$ cat src/rtl/pic_pkg.sv
// Shared definitions for the 8259-style command sequencer: FSM state
// encodings, ICW/OCW bit positions and the OCW2 command codes.
package pic_pkg;

  // FSM state encodings, kept as plain constants so the debug port value
  // matches the legacy numbering exactly.
  localparam logic [2:0] WAIT_ICW1 = 3'd0;
  localparam logic [2:0] WAIT_ICW2 = 3'd1;
  localparam logic [2:0] WAIT_ICW3 = 3'd2;
  localparam logic [2:0] WAIT_ICW4 = 3'd3;
  localparam logic [2:0] READY     = 3'd4;

  // Bit positions in the written byte.
  localparam int D4_ICW1  = 4;
  localparam int D3_OCW3  = 3;
  localparam int ICW1_LTIM = 3;
  localparam int ICW1_SNGL = 1;
  localparam int ICW1_IC4  = 0;
  localparam int RR   = 1;
  localparam int RIS  = 0;
  localparam int P    = 2;
  localparam int ESMM = 6;
  localparam int SMM  = 5;

  // OCW2 R/SL/EOI command codes.
  typedef enum logic [2:0] {
    ROT_AEOI_CLR = 3'b000,
    NS_EOI       = 3'b001,
    OCW2_NOP     = 3'b010,
    SP_EOI       = 3'b011,
    ROT_AEOI_SET = 3'b100,
    ROT_NS_EOI   = 3'b101,
    SET_PRIO     = 3'b110,
    ROT_SP_EOI   = 3'b111
  } ocw2_cmd_t;

endpackage

$ cat src/rtl/pic_cmd_sequencer.sv
// Decodes CPU write bytes into 8259 ICW1-ICW4 / OCW1-OCW3 state, tracks the
// initialization sequence and emits one-cycle command pulses downstream.
// Optional macro PIC_SPECIAL_MASK_EN adds the OCW3 special-mask-mode flop.
module pic_cmd_sequencer
  import pic_pkg::*;
#(
  parameter logic [7:0] IMR_INIT    = 8'h00,
  parameter logic [4:0] VECTOR_INIT = 5'b00000
) (
  input  logic       clk,
  input  logic       reset,
  input  logic       wr_stb,
  input  logic       a0,
  input  logic [7:0] int_data,
  output logic       init_done,
  output logic       icw1_pulse,
  output logic       ltim,
  output logic       sngl,
  output logic       ic4,
  output logic [4:0] vector_base,
  output logic [7:0] cascade_cfg,
  output logic       upm,
  output logic       aeoi,
  output logic       ms_sel,
  output logic       buf_mode,
  output logic       sfnm,
  output logic [7:0] imr,
  output logic       ocw2_valid,
  output logic [2:0] ocw2_cmd,
  output logic [2:0] ocw2_level,
  output logic       read_isr,
  output logic       poll_pulse,
  output logic       smm,
  output logic [2:0] fsm_state
);

  logic is_icw1;
  logic is_ocw2;
  logic is_ocw3;
  logic is_a0;

  // Classify the current strobe; ICW1 wins over every other decode.
  always_comb begin
    is_icw1 = wr_stb & ~a0 & int_data[D4_ICW1];
    is_ocw2 = wr_stb & ~a0 & ~int_data[D4_ICW1] & ~int_data[D3_OCW3];
    is_ocw3 = wr_stb & ~a0 & ~int_data[D4_ICW1] &  int_data[D3_OCW3];
    is_a0   = wr_stb & a0;
  end

  // Init-sequence FSM, configuration registers and command pulses.
  always_ff @(posedge clk or posedge reset) begin
    if (reset) begin
      fsm_state   <= WAIT_ICW1;
      init_done   <= 1'b0;
      icw1_pulse  <= 1'b0;
      ltim        <= 1'b0;
      sngl        <= 1'b0;
      ic4         <= 1'b0;
      vector_base <= VECTOR_INIT;
      cascade_cfg <= 8'h00;
      upm         <= 1'b0;
      aeoi        <= 1'b0;
      ms_sel      <= 1'b0;
      buf_mode    <= 1'b0;
      sfnm        <= 1'b0;
      imr         <= IMR_INIT;
      ocw2_valid  <= 1'b0;
      ocw2_cmd    <= 3'b000;
      ocw2_level  <= 3'b000;
      read_isr    <= 1'b0;
      poll_pulse  <= 1'b0;
    end else begin
      icw1_pulse <= 1'b0;
      ocw2_valid <= 1'b0;
      poll_pulse <= 1'b0;
      if (is_icw1) begin
        ltim       <= int_data[ICW1_LTIM];
        sngl       <= int_data[ICW1_SNGL];
        ic4        <= int_data[ICW1_IC4];
        imr        <= IMR_INIT;
        init_done  <= 1'b0;
        read_isr   <= 1'b0;
        icw1_pulse <= 1'b1;
        fsm_state  <= WAIT_ICW2;
        if (!int_data[ICW1_IC4]) begin
          upm      <= 1'b0;
          aeoi     <= 1'b0;
          ms_sel   <= 1'b0;
          buf_mode <= 1'b0;
          sfnm     <= 1'b0;
        end
      end else begin
        case (fsm_state)
          WAIT_ICW2: begin
            if (is_a0) begin
              vector_base <= int_data[7:3];
              if (!sngl) begin
                fsm_state <= WAIT_ICW3;
              end else if (ic4) begin
                fsm_state <= WAIT_ICW4;
              end else begin
                fsm_state <= READY;
                init_done <= 1'b1;
              end
            end
          end
          WAIT_ICW3: begin
            if (is_a0) begin
              cascade_cfg <= int_data;
              if (ic4) begin
                fsm_state <= WAIT_ICW4;
              end else begin
                fsm_state <= READY;
                init_done <= 1'b1;
              end
            end
          end
          WAIT_ICW4: begin
            if (is_a0) begin
              upm       <= int_data[0];
              aeoi      <= int_data[1];
              ms_sel    <= int_data[2];
              buf_mode  <= int_data[3];
              sfnm      <= int_data[4];
              fsm_state <= READY;
              init_done <= 1'b1;
            end
          end
          READY: begin
            if (is_a0) begin
              imr <= int_data;
            end else if (is_ocw2) begin
              ocw2_valid <= 1'b1;
              ocw2_cmd   <= int_data[7:5];
              ocw2_level <= int_data[2:0];
            end else if (is_ocw3) begin
              if (int_data[RR]) begin
                read_isr <= int_data[RIS];
              end
              if (int_data[P]) begin
                poll_pulse <= 1'b1;
              end
            end
          end
          default: begin
          end
        endcase
      end
    end
  end

`ifdef PIC_SPECIAL_MASK_EN
  // Special mask mode: set/cleared by OCW3 when ESMM is high, cleared by ICW1.
  always_ff @(posedge clk or posedge reset) begin
    if (reset) begin
      smm <= 1'b0;
    end else if (is_icw1) begin
      smm <= 1'b0;
    end else if (fsm_state == READY && is_ocw3 && int_data[ESMM]) begin
      smm <= int_data[SMM];
    end
  end
`else
  assign smm = 1'b0;
`endif

endmodule

$ cat config.mk
export PLATFORM = sky130hd
export DESIGN_NAME = pic_cmd_sequencer
export DESIGN_NICKNAME = d
export VERILOG_FILES = /design/src/rtl/pic_pkg.sv /design/src/rtl/pic_cmd_sequencer.sv
export SDC_FILE = /design/constraint.sdc
export NUM_CORES = 1
export LEC_CHECK = 0
export ABC_AREA = 1
export CORE_MARGIN = 4
export CORE_UTILIZATION = 49
export DETAILED_ROUTE_END_ITERATION = 10
export PLACE_DENSITY = 0.87
export SYNTH_ARGS = -nofsm -noshare
export SYNTH_HDL_FRONTEND = slang
export SYNTH_SLANG_ARGS = --single-unit
$ cat constraint.sdc
create_clock -name clk -period 2.3 [get_ports clk]
set_input_delay 0.23 -clock clk [delete_from_list [all_inputs] [get_ports clk]]
set_output_delay 0.23 -clock clk [all_outputs]
set_load 0.1 [all_outputs]
==> metrics.md, run 1 <==
| Metric | Value |
|---|---|
| Status | completed |
| Drt drc | 0 |
| Min Clock Period, post-route | 1.446 ns |
| Post_cts resized | 0 |
| TritonCTS buffer count | 5 |
| Clock latency on the worst-skew pair | 0.30 ns |
| Sequential-to-total area share from yosys stat | 58.98% |
| Vias in the first global route | 1529 |
| Post-Synth XOR/XNOR Area | 0% |
| Worst path slowest cell | clkdlybuf4s50_1 |
| Yosys warns | 0 |
| Final cycle utilization of the critical path | 62.89% |
| Core Region | 0.003468 mm2 |
| R2R Setup Slk | 0.88 ns |
| CP bufs+invs | 2 |
| Syn Nets | 207 |
| Drt total wl | 4078 um |
| DR WL/cell | 13.64 um |
| CP Max Fanout | 22 |
| Mux cell area share after synthesis | 0% |
| Initial DRC count | 129 |
| Grt total ovfl | 0 |
| GRT Total Usage | 18.48% |
| Worst Slack Setup Final | 0.8536 ns |
| H-tree Lvls | 2 |
| Fin Hold WS | 0.3705 ns |
| Critical path type | in -> reg |
| Startpoint class of the critical path | input port |
| Mean Syn Cell Area | 9.355 um2 |
| Largest family of logic cells by synthesized area | simple AND/OR/NAND/NOR gates |
| Clock Sinks | 43 |
| Post-CTS Hold Fix Bufs | 0 |
| Crit path required time | 2.54 ns |
| Final setup viols | 0 |
| Adder-cell share of the synthesized area | 0% |
| Place WS | 0.5555 ns |
| #FFs+latches synth | 43 |
| Hold crit path type | in -> async |
| Dpl hpwl | 3057 um |
| Dpl cells | 291 |
| Net count, final | 264 |
| Cell Chain, Critical Path | clkdlybuf4s50_1 > nand3_4 > clkinv_2 > nand2_2 > o21ai_2 > nand2_1 > nand2_1 |
| Post-route ant nets | 0 |
| Filler cells | 303 |
| Antenna cells | 0 |
| Layout Cells excl Fill | 299 |
| Post-synth cell types | 24 |
| Worst Clk Skew | 0.006667 ns |
| Die X | 69.02 um |
| CTS tree | built |
| PortBufs | 54 |
| Final GP Congestion | 0.8720 |
| Die area | 0.004763 mm2 |
| Slew headroom | 65.55% |
| Max-cap viol count | 0 |
| RSZ-0062 raised after global routing | false |
| Final slew viol count | 0 |
| Via count | 1516 |
| Cells after Synth | 195 |
| # rows | 21 |
| CP most frequent cell | nand2_1 |
| Complex-gate fraction of the synthesized area | 11.80% |
| Die Y | 69.02 um |
| Global-route wire length before repair | 7134 um |
| CTS Buffer Depth | 2 |
| Area grow syn2layout | 31.34% |
| Initial antenna violation count | 0 |
| TNS Setup | 0 ns |
| Starting Density | 52.60% |
| Layout cell share with drive strength beyond 1 | 28.06% |
| CP max stage delay | 0.64 ns |
| Simple-gate area share of the yosys netlist | 22.70% |
| Tightest Pin Transition | 0.5168 ns |
| Ports | 56 |
| Largest net degree at the start of global routing | 44 |
| Post-CTS setup buffers | 0 |
| Family with the most delay on the worst path | buffers and inverters |
| Clock Root Buffer | clkbuf_8 |
| Drt first pass iters | 4 |
| Reg clk slew, reported paths | 0.08 ns |
| Max Clock Freq | 0.6914 GHz |
| Mapped cell area | 0.001824 mm2 |
| CP arrival | 1.69 ns |
| Final Hold Fails | 0 |
| Vias/cell | 5.070 |
| Setup crit end kind | flip-flop |
==> path summary, 6_finish.rpt <==
path,cells past startpoint,start,to
worst min register to register,2,buf_mode$_DFFE_PP0P_,buf_mode$_DFFE_PP0P_
worst max register to register,6,fsm_state[0]$_DFFE_PP0P_,ocw2_level[2]$_DFFE_PP0P_
worst max-delay path,7,int_data[4],aeoi$_DFFE_PP0P_
max in group asynchronous,3,reset,vector_base[1]$_DFFE_PP0P_
worst min-delay path,3,reset,ltim$_DFFE_PP0P_
min in group clk,2,buf_mode$_DFFE_PP0P_,buf_mode$_DFFE_PP0P_
==> layer usage <==
layer,vias to the layer above,global-route usage [%],wire (um)
li1,745,-,-
met1,713,22.89,1689
met2,53,29.34,1965
met3,5,8.430,380
met4,0,4.772,43
met5,-,0,0
==> per-stage QoR <==
step / cell area, um2 / util, %
floorplan: 1824 / -
global placement: 2283 / 65.84
detailed placement: 2283 / 65.84
CTS: 2396 / 69.08
global route: 2396 / 69.08
finish: 2396 / 69.08
==> registers in the layout, summed over array words and instances (netlist names) <==
signal	cells
aeoi	1
imr	8
ocw2_cmd	3
upm	1
init_done	1
read_isr	1
ltim	1
ocw2_valid	1
cascade_cfg	8
icw1_pulse	1
ocw2_level	3
fsm_state	3
vector_base	5
poll_pulse	1
sfnm	1
sngl	1
ic4	1
ms_sel	1
buf_mode	1
==> cell type report <==
type                            instances  area (um2)  share of cell area (%)
Sequential cell                        43        1076                   44.91
Multi-Input combinational cell        127       633.1                   26.42
Timing Repair Buffer                   55       440.4                   18.38
Inverter                               20       76.32                   3.185
Clock buffer                            5       68.82                   2.872
Tap cell                               46       57.56                   2.402
Clock inverter                          3       43.79                   1.828
==> kinds of logic (layout without fill, tap and decap cells) <==
kind of cell	after synthesis	after routing
other cells	1	1
simple gates	89	89
flops	43	43
buf+inv	25	83
compound gates	37	37
==> layout by cell type (no fill, tap or decap) <==
| cell type | synthesis | routed |
|---|---|---|
| nand4_1 | 5 | 5 |
| o31ai_1 | 1 | 1 |
| nand2_2 | 4 | 4 |
| clkdlybuf4s50_1 | 0 | 11 |
| clkinv_2 | 1 | 2 |
| clkbuf_8 | 0 | 5 |
| nor2_2 | 1 | 1 |
| bufinv_16 | 0 | 1 |
| inv_2 | 1 | 1 |
| nand3_4 | 1 | 1 |
| inv_1 | 18 | 18 |
| o21ai_2 | 7 | 7 |
| conb_1 | 1 | 1 |
| nand3_1 | 11 | 11 |
| o22ai_1 | 1 | 1 |
| nand2_4 | 2 | 2 |
| nor3_2 | 2 | 2 |
| nor2_1 | 15 | 15 |
| dfrtp_1 | 43 | 43 |
| clkinv_4 | 0 | 1 |
| nand2_1 | 48 | 48 |
| buf_4 | 1 | 44 |
| o21ai_1 | 8 | 8 |
| o21ai_0 | 17 | 17 |
| a21oi_1 | 3 | 3 |
==> worst register-to-register path: cells and delay by family (launching register included) <==
| family | cells | cell delay (ns) |
|---|---|---|
| compound gates | 1 | 0.06 |
| buf+inv | 1 | 0.14 |
| flops | 1 | 0.47 |
| simple gates | 4 | 0.65 |
==> synth_stat cells (all sizes together) <==
cell type	number	area (um2)
nand2	54	227.7
dfrtp	43	1076
o21ai	32	186.4
inv	19	71.31
nor2	16	62.56
nand3	12	72.57
nand4	5	31.28
buf	4	35.03
a21oi	3	15.01
nor3	2	20.02
clkbuf	1	3.750
clkinv	1	5.000
conb	1	3.750
o22ai	1	6.260
o31ai	1	7.510
Power of run 1 is left out: the tool's default activity adds up to more than one toggle a clock period on the data nets, which glitch-free logic cannot reach.
==> inputs of run 2 (changes only) <==
--- a/config.mk
+++ b/config.mk
@@ -7,9 +7,9 @@
 export LEC_CHECK = 0
 export ABC_AREA = 1
 export CORE_MARGIN = 4
-export CORE_UTILIZATION = 49
+export CORE_UTILIZATION = 41
 export DETAILED_ROUTE_END_ITERATION = 10
-export PLACE_DENSITY = 0.87
+export PLACE_DENSITY = 0.78
 export SYNTH_ARGS = -nofsm -noshare
 export SYNTH_HDL_FRONTEND = slang
 export SYNTH_SLANG_ARGS = --single-unit
==> constraint.sdc (replaced) <==
create_clock -name clk -period 1.2 [get_ports clk]
set_input_delay 0.12 -clock clk [delete_from_list [all_inputs] [get_ports clk]]
set_output_delay 0.12 -clock clk [all_outputs]
set_load 0.1 [all_outputs]
==> run 2 against run 1 <==
Against the previous run:
- the flow now finishes with violations (negative setup slack)
- critical path depth decreased by 2
- register-to-register slack got worse by 1.0 ns
- die area increased by 17%
- sequential share of layout area decreased by 12 points
- first-iteration DRC count increased by 26%
- core utilization increased by 11 points
- flip-flop and latch count unchanged
- clock skew decreased by 0.0011 ns
- non-clock buffer count increased by 20
- clock-buffer cell count increased by 1
- hold slack got worse by 0.19 ns
==> metrics.md, run 2 (synthesized netlist as in run 1, its figures left out) <==
| Metric | Value |
|---|---|
| Antenna cells | 0 (unchanged) |
| Reg clk slew, reported paths | 0.08 ns (about the same) |
| Starting Density | 44.02% (-8.6 points) |
| Startpoint class of the critical path | flip-flop |
| Family with the most delay on the worst path | flip-flops |
| Global-route wire length before repair | 8169 um (+15%) |
| Crit path required time | 1.39 ns (-1.15 ns) |
| Crit path from | fsm_state[2]$_DFFE_PP0P_ |
| Post-route ant nets | 0 (unchanged) |
| CP arrival | 1.51 ns (-0.18 ns) |
| GRT met3 Usage | 5.607% (-2.8 points) |
| Drt first pass iters | 5 (+1) |
| Failing checks | negative setup slack |
| Final cycle utilization of the critical path | 109.9% |
| Via count | 1680 (+11%) |
| Max Clock Freq | 0.7584 GHz |
| CP max stage delay | 0.51 ns (-0.13 ns) |
| TritonCTS buffer count | 5 (unchanged) |
| DR WL/cell | 16.82 um (+23%) |
| CTS tree | built |
| CP Max Fanout | 16 (-27%) |
| Area grow syn2layout | 82.37% |
| Final Hold Fails | 0 (unchanged) |
| Worst path slowest cell | dfrtp_4 |
| Min Clock Period, post-route | 1.319 ns |
| Die X | 74.71 um (+8.2%) |
| Cell Chain, Critical Path | buf_4 > nor3_4 > nand2_4 > nand2_1 > o21ai_1 |
| Post-CTS Hold Fix Bufs | 0 (unchanged) |
| Setup crit end kind | flip-flop |
| Status | finished with violations |
| Final setup viols | 39 (+39) |
| Critical path type | reg -> reg |
| Grt total ovfl | 0 (unchanged) |
| Vias in the first global route | 1661 (+8.6%) |
| Die area | 0.005581 mm2 (+17%) |
| CTS Buffer Depth | 2 (unchanged) |
| Core Region | 0.004144 mm2 (+19%) |
| Vias/cell | 5.169 (+2.0%) |
| Met2 Use GR | 32.49% (+3.1 points) |
| PortBufs | 54 (unchanged) |
| Final slew viol count | 0 (unchanged) |
| R2R Path Start | fsm_state[2]$_DFFE_PP0P_ |
| Drt total wl | 5467 um (+34%) |
| Layout cell share with drive strength beyond 1 | 45.82% (+18 points) |
| Drt drc | 0 (unchanged) |
| Fin Hold WS | 0.1841 ns (-0.1864 ns) |
| Clock Sinks | 43 (unchanged) |
| Ports | 56 (unchanged) |
| Commonest non-fill, non-tap cell in the layout | buf_12 |
| Clock Root Buffer | clkbuf_8 |
| Worst Slack Setup Final | -0.1186 ns (-0.9722 ns) |
| GR peak layer | met2 |
| # rows | 23 (+9.5%) |
| Max-cap viol count | 0 (unchanged) |
| GRT Total Usage | 19.85% (+1.4 points) |
| Net count, final | 286 (+8.3%) |
| Initial antenna violation count | 0 (unchanged) |
| CP bufs+invs | 1 (-1) |
| Regs by FF count | cascade_cfg (8), imr (8), vector_base (5) |
| Worst Clk Skew | 0.005559 ns (-0.001108 ns) |
| Hold crit path type | in -> async |
| RSZ-0062 raised after global routing | true |
| H-tree Lvls | 2 (unchanged) |
| Final GP Congestion | 0.8048 (-7.7%) |
| Die Y | 74.71 um (+8.2%) |
| Initial DRC count | 163 (+26%) |
| Largest net degree at the start of global routing | 44 (unchanged) |
| Commonest non-fill, non-tap cells in the layout | buf_12 (44), nand2_1 (41), dfrtp_1 (38) |
| Clock latency on the worst-skew pair | 0.30 ns (about the same) |
| Dpl hpwl | 3486 um (+14%) |
| Met1 usage | 24.48% (+1.6 points) |
==> run 2: cell count changes in the layout (fill, tap and decap cells not counted), sizes merged <==
cell	before	now
clkdlybuf4s50	11	10
clkbuf	5	6
bufinv	1	0
clkinvlp	0	1
buf	44	64
nand2	54	56
dlymetal6s2s	0	1
clkinv	3	2
==> run 2: area by class of cell <==
class | count | area [um2]
Timing Repair Buffer | 75 | 1166
Sequential cell | 43 | 1095
Multi-Input combinational cell | 129 | 832.0
Fill cell | 225 | 817.0
Inverter | 20 | 86.33
Clock buffer | 6 | 72.57
Tap cell | 50 | 62.56
Clock inverter | 2 | 12.51
==> run 2: final timing paths <==
check,depth (start not counted),to,slack (ns)
max,5,cascade_cfg[1]$_DFFE_PP0P_,-0.12
min,3,imr[6]$_DFFE_PP0P_,0.18
max reg2reg,5,cascade_cfg[1]$_DFFE_PP0P_,-0.12
min reg2reg,2,init_done$_DFFE_PP0P_,0.54
max in group asynchronous,3,ic4$_DFFE_PP0P_,0.79
min in group clk,3,sfnm$_DFFE_PP0P_,0.27
==> run 2: what timing repair did <==
| item | 4_1_cts | 5_1_grt |
|---|---|---|
| pin swaps | 3 | 4 |
| setup buffers | 2 | 2 |
| gates resized for setup | 24 | 26 |
| gates cloned | 1 | 1 |
| endpoints found under the setup margin | 39 | 40 |
==> run 2: routing by layer <==
metal / vias to the layer above / share of wire (%)
met3: 13 / 5.8
met4: 0 / 2.9
met1: 814 / 40
met5: - / 0
li1: 792 / -
met2: 61 / 51
==> run 2: per-stage QoR <==
step	setup TNS (ns)	utilization [%]	instances	cell area, um2	worst slack (ns)
after global placement	-8.231	72.64	311	3010	-0.2560
after detailed placement	-10.50	72.64	311	3010	-0.3441
after floorplan	-6.012	-	195	1876	-0.2261
after global routing	-5.056	80.28	325	3327	-0.1725
final	-2.800	80.28	325	3327	-0.1186
after CTS	-1.959	77.72	322	3221	-0.08374
==> run 2: worst reg2reg max path, delay by kind of cell, from the launching register on <==
kind,cells,cell delay (ns)
AND/OR/NAND/NOR,3,0.48
AO/OA/AOI/OAI,1,0.07
buffers and inverters,1,0.16
flip-flops,1,0.51
Power of run 2 is left out for the same reason.
==> inputs of run 3 (changes only) <==
--- a/config.mk
+++ b/config.mk
@@ -7,9 +7,10 @@
 export LEC_CHECK = 0
 export ABC_AREA = 1
 export CORE_MARGIN = 4
-export CORE_UTILIZATION = 41
+export CORE_UTILIZATION = 28
 export DETAILED_ROUTE_END_ITERATION = 10
-export PLACE_DENSITY = 0.78
+export PLACE_DENSITY = 0.58
+export SLEW_MARGIN = 20
 export SYNTH_ARGS = -nofsm -noshare
 export SYNTH_HDL_FRONTEND = slang
 export SYNTH_SLANG_ARGS = --single-unit
==> run 3 against run 2 <==
Against the previous run:
- cell count increased by 10%
- the flow still finishes with violations (negative setup slack)
- design area rose by 6.6%
- wire length decreased by 6.8%
- hold slack got worse by 0.0038 ns
- register-to-register slack better by 0.06 ns
==> metrics.md, run 3 (synthesized netlist as in run 1, its figures left out) <==
| Metric | Value |
|---|---|
| CTS Buffer Depth | 2 (unchanged) |
| CP Max Fanout | 5 (-11) |
| Cell Chain, Critical Path | inv_4 > nand2_1 > nor2_4 > nand2_2 > nand2_1 > o21ai_1 |
| Fin Hold WS | 0.1803 ns (-0.003806 ns) |
| Grt total ovfl | 0 (unchanged) |
| Post-route ant nets | 0 (unchanged) |
| Critical path type | reg -> reg |
| Family with the most delay on the worst path | flip-flops |
| Commonest non-fill, non-tap cells in the layout | buf_12 (45), dfrtp_1 (38), nand2_1 (33) |
| Clock Sinks | 43 (unchanged) |
| Startpoint class of the critical path | flip-flop |
| Ports | 56 (unchanged) |
| Antenna cells | 0 (unchanged) |
| Initial DRC count | 70 (-57%) |
| Final setup viols | 35 (-10%) |
| Max-cap viol count | 0 (unchanged) |
| CP max stage delay | 0.53 ns (+0.02 ns) |
| Final GP Congestion | 0.8731 (+8.5%) |
| Drt first pass iters | 4 (-1) |
| Place WS | -0.3367 ns (+0.007383 ns) |
| Layout cell share with drive strength beyond 1 | 54.61% (+8.8 points) |
| Drt total wl | 5094 um (-6.8%) |
| Dpl hpwl | 3548 um (+1.8%) |
| Seq. cell area | 0.001095 mm2 (unchanged) |
| Vias in the first global route | 1608 (-3.2%) |
| Initial antenna violation count | 0 (unchanged) |
| CP most frequent cell | nand2_1 |
| Clock latency on the worst-skew pair | 0.30 ns (about the same) |
| Largest net degree at the start of global routing | 44 (unchanged) |
| Commonest non-fill, non-tap cell in the layout | buf_12 |
| Multi-input gate area | 927.1 um2 (+11%) |
| Net count, final | 293 (+2.4%) |
| DR WL/cell | 14.19 um (-16%) |
| Clock Root Buffer | clkbuf_8 |
| Crit path required time | 1.38 ns (about the same) |
| Final slew viol count | 0 (unchanged) |
| GRT Total Usage | 13.28% (-6.6 points) |
| Max Clock Freq | 0.7940 GHz (+4.7%) |
| Min Clock Period, post-route | 1.259 ns (-0.05912 ns) |
| H-tree Lvls | 2 (unchanged) |
| Regs by FF count | cascade_cfg (8), imr (8), vector_base (5) |
| Drt drc | 0 (unchanged) |
| CTS tree | built |
| Die X | 88.72 um (+19%) |
| Worst Clk Skew | 0.01421 ns (+0.008656 ns) |
| Worst Slack Setup Final | -0.05946 ns (+0.05912 ns) |
| Hold crit path type | in -> async |
| PortBufs | 54 (unchanged) |
| Global-route wire length before repair | 8052 um (-1.4%) |
| TritonCTS buffer count | 5 (unchanged) |
| # rows | 29 (+26%) |
| Status | finished with violations |
| Final cycle utilization of the critical path | 105.0% (-4.9 points) |
| Die Y | 88.72 um (+19%) |
| Failing checks | negative setup slack |
| Post-DP Area | 0.003094 mm2 (+2.8%) |
| Via count | 1644 (-2.1%) |
| Core Region | 0.006350 mm2 (+53%) |
| RSZ-0062 raised after global routing | true |
| Worst path slowest cell | dfrtp_4 |
| Die area | 0.007870 mm2 (+41%) |
| Setup crit end kind | flip-flop |
| Final Hold Fails | 0 (unchanged) |
| Filler cells | 544 (+140%) |
| Area grow syn2layout | 94.38% |
| Vias/cell | 4.579 (-11%) |
| Reg clk slew, reported paths | 0.09 ns (about the same) |
| Design area | 0.003546 mm2 (+6.6%) |
| CP arrival | 1.44 ns (-0.07 ns) |
| Starting Density | 28.73% (-15 points) |
| CP bufs+invs | 1 (unchanged) |
## run 3: changes by cell type in the layout (fill, tap and decap cells not counted), moves of 2 or more
| cell | previous run | this run |
|---|---|---|
| o21ai_1 | 16 | 12 |
| nand3_1 | 7 | 5 |
| nor2_1 | 5 | 3 |
| o21ai_2 | 9 | 15 |
| nand2_2 | 8 | 16 |
| nand2_1 | 41 | 33 |
| buf_4 | 14 | 19 |
| o21ai_0 | 6 | 4 |
## run 3: routing by layer
| layer | routed length, um | vias up | part of all wire [%] | global-route usage, % |
|---|---|---|---|---|
| met5 | 0 | - | 0 | 0 |
| met4 | 99 | 0 | 1.9 | 3.434 |
| met3 | 285 | 11 | 5.6 | 4.190 |
| met2 | 2463 | 42 | 48 | 19.77 |
| met1 | 2246 | 783 | 44 | 18.71 |
| li1 | - | 808 | - | - |
## run 3: per-stage QoR
| step | util, % | instances | TNS (ns) |
|---|---|---|---|
| floorplan | - | 195 | -6.012 |
| global placement | 48.73 | 343 | -8.533 |
| detailed placement | 48.73 | 343 | -9.682 |
| CTS | 52.04 | 354 | -1.002 |
| global route | 55.84 | 359 | -3.306 |
| finish | 55.84 | 359 | -0.7641 |
## run 3: worst register-to-register path: cells and delay by family, from the launching register on
family / cells / cell delay [ns]
flops: 1 / 0.53
simple gates: 4 / 0.45
buf+inv: 1 / 0.09
compound gates: 1 / 0.06
## run 3: worst paths after layout
| path | to | start | slack, ns | cells after the start |
|---|---|---|---|---|
| setup / recovery | vector_base[0]$_DFFE_PP0P_ | fsm_state[2]$_DFFE_PP0P_ | -0.06 | 6 |
| hold / removal | ocw2_valid$_DFF_PP0_ | reset | 0.18 | 3 |
| setup reg to reg | vector_base[0]$_DFFE_PP0P_ | fsm_state[2]$_DFFE_PP0P_ | -0.06 | 6 |
| hold reg to reg | buf_mode$_DFFE_PP0P_ | buf_mode$_DFFE_PP0P_ | 0.54 | 2 |
| max in group asynchronous | ic4$_DFFE_PP0P_ | reset | 0.78 | 3 |
| min in group clk | icw1_pulse$_DFF_PP0_ | wr_stb | 0.37 | 3 |
## run 3: area by class of cell
| class | instances | area share [%] |
|---|---|---|
| multi-input combinational | 130 | 26.15 |
| sequential | 43 | 30.88 |
| inverter | 20 | 2.435 |
| clock inverter | 2 | 0.9880 |
| tap | 77 | 2.717 |
| clock buffer | 6 | 2.329 |
| timing repair buffer | 81 | 34.51 |
## run 3: timing repair
action                                  CTS  global route
pin swaps                                11            14
endpoints found under the setup margin   37            40
setup buffers                             2             3
endpoints found under the hold margin     0             0
hold buffers                              0             0
gates cloned                              1             2
resized for setup                        18            59
Power of run 3 is left out for the same reason.
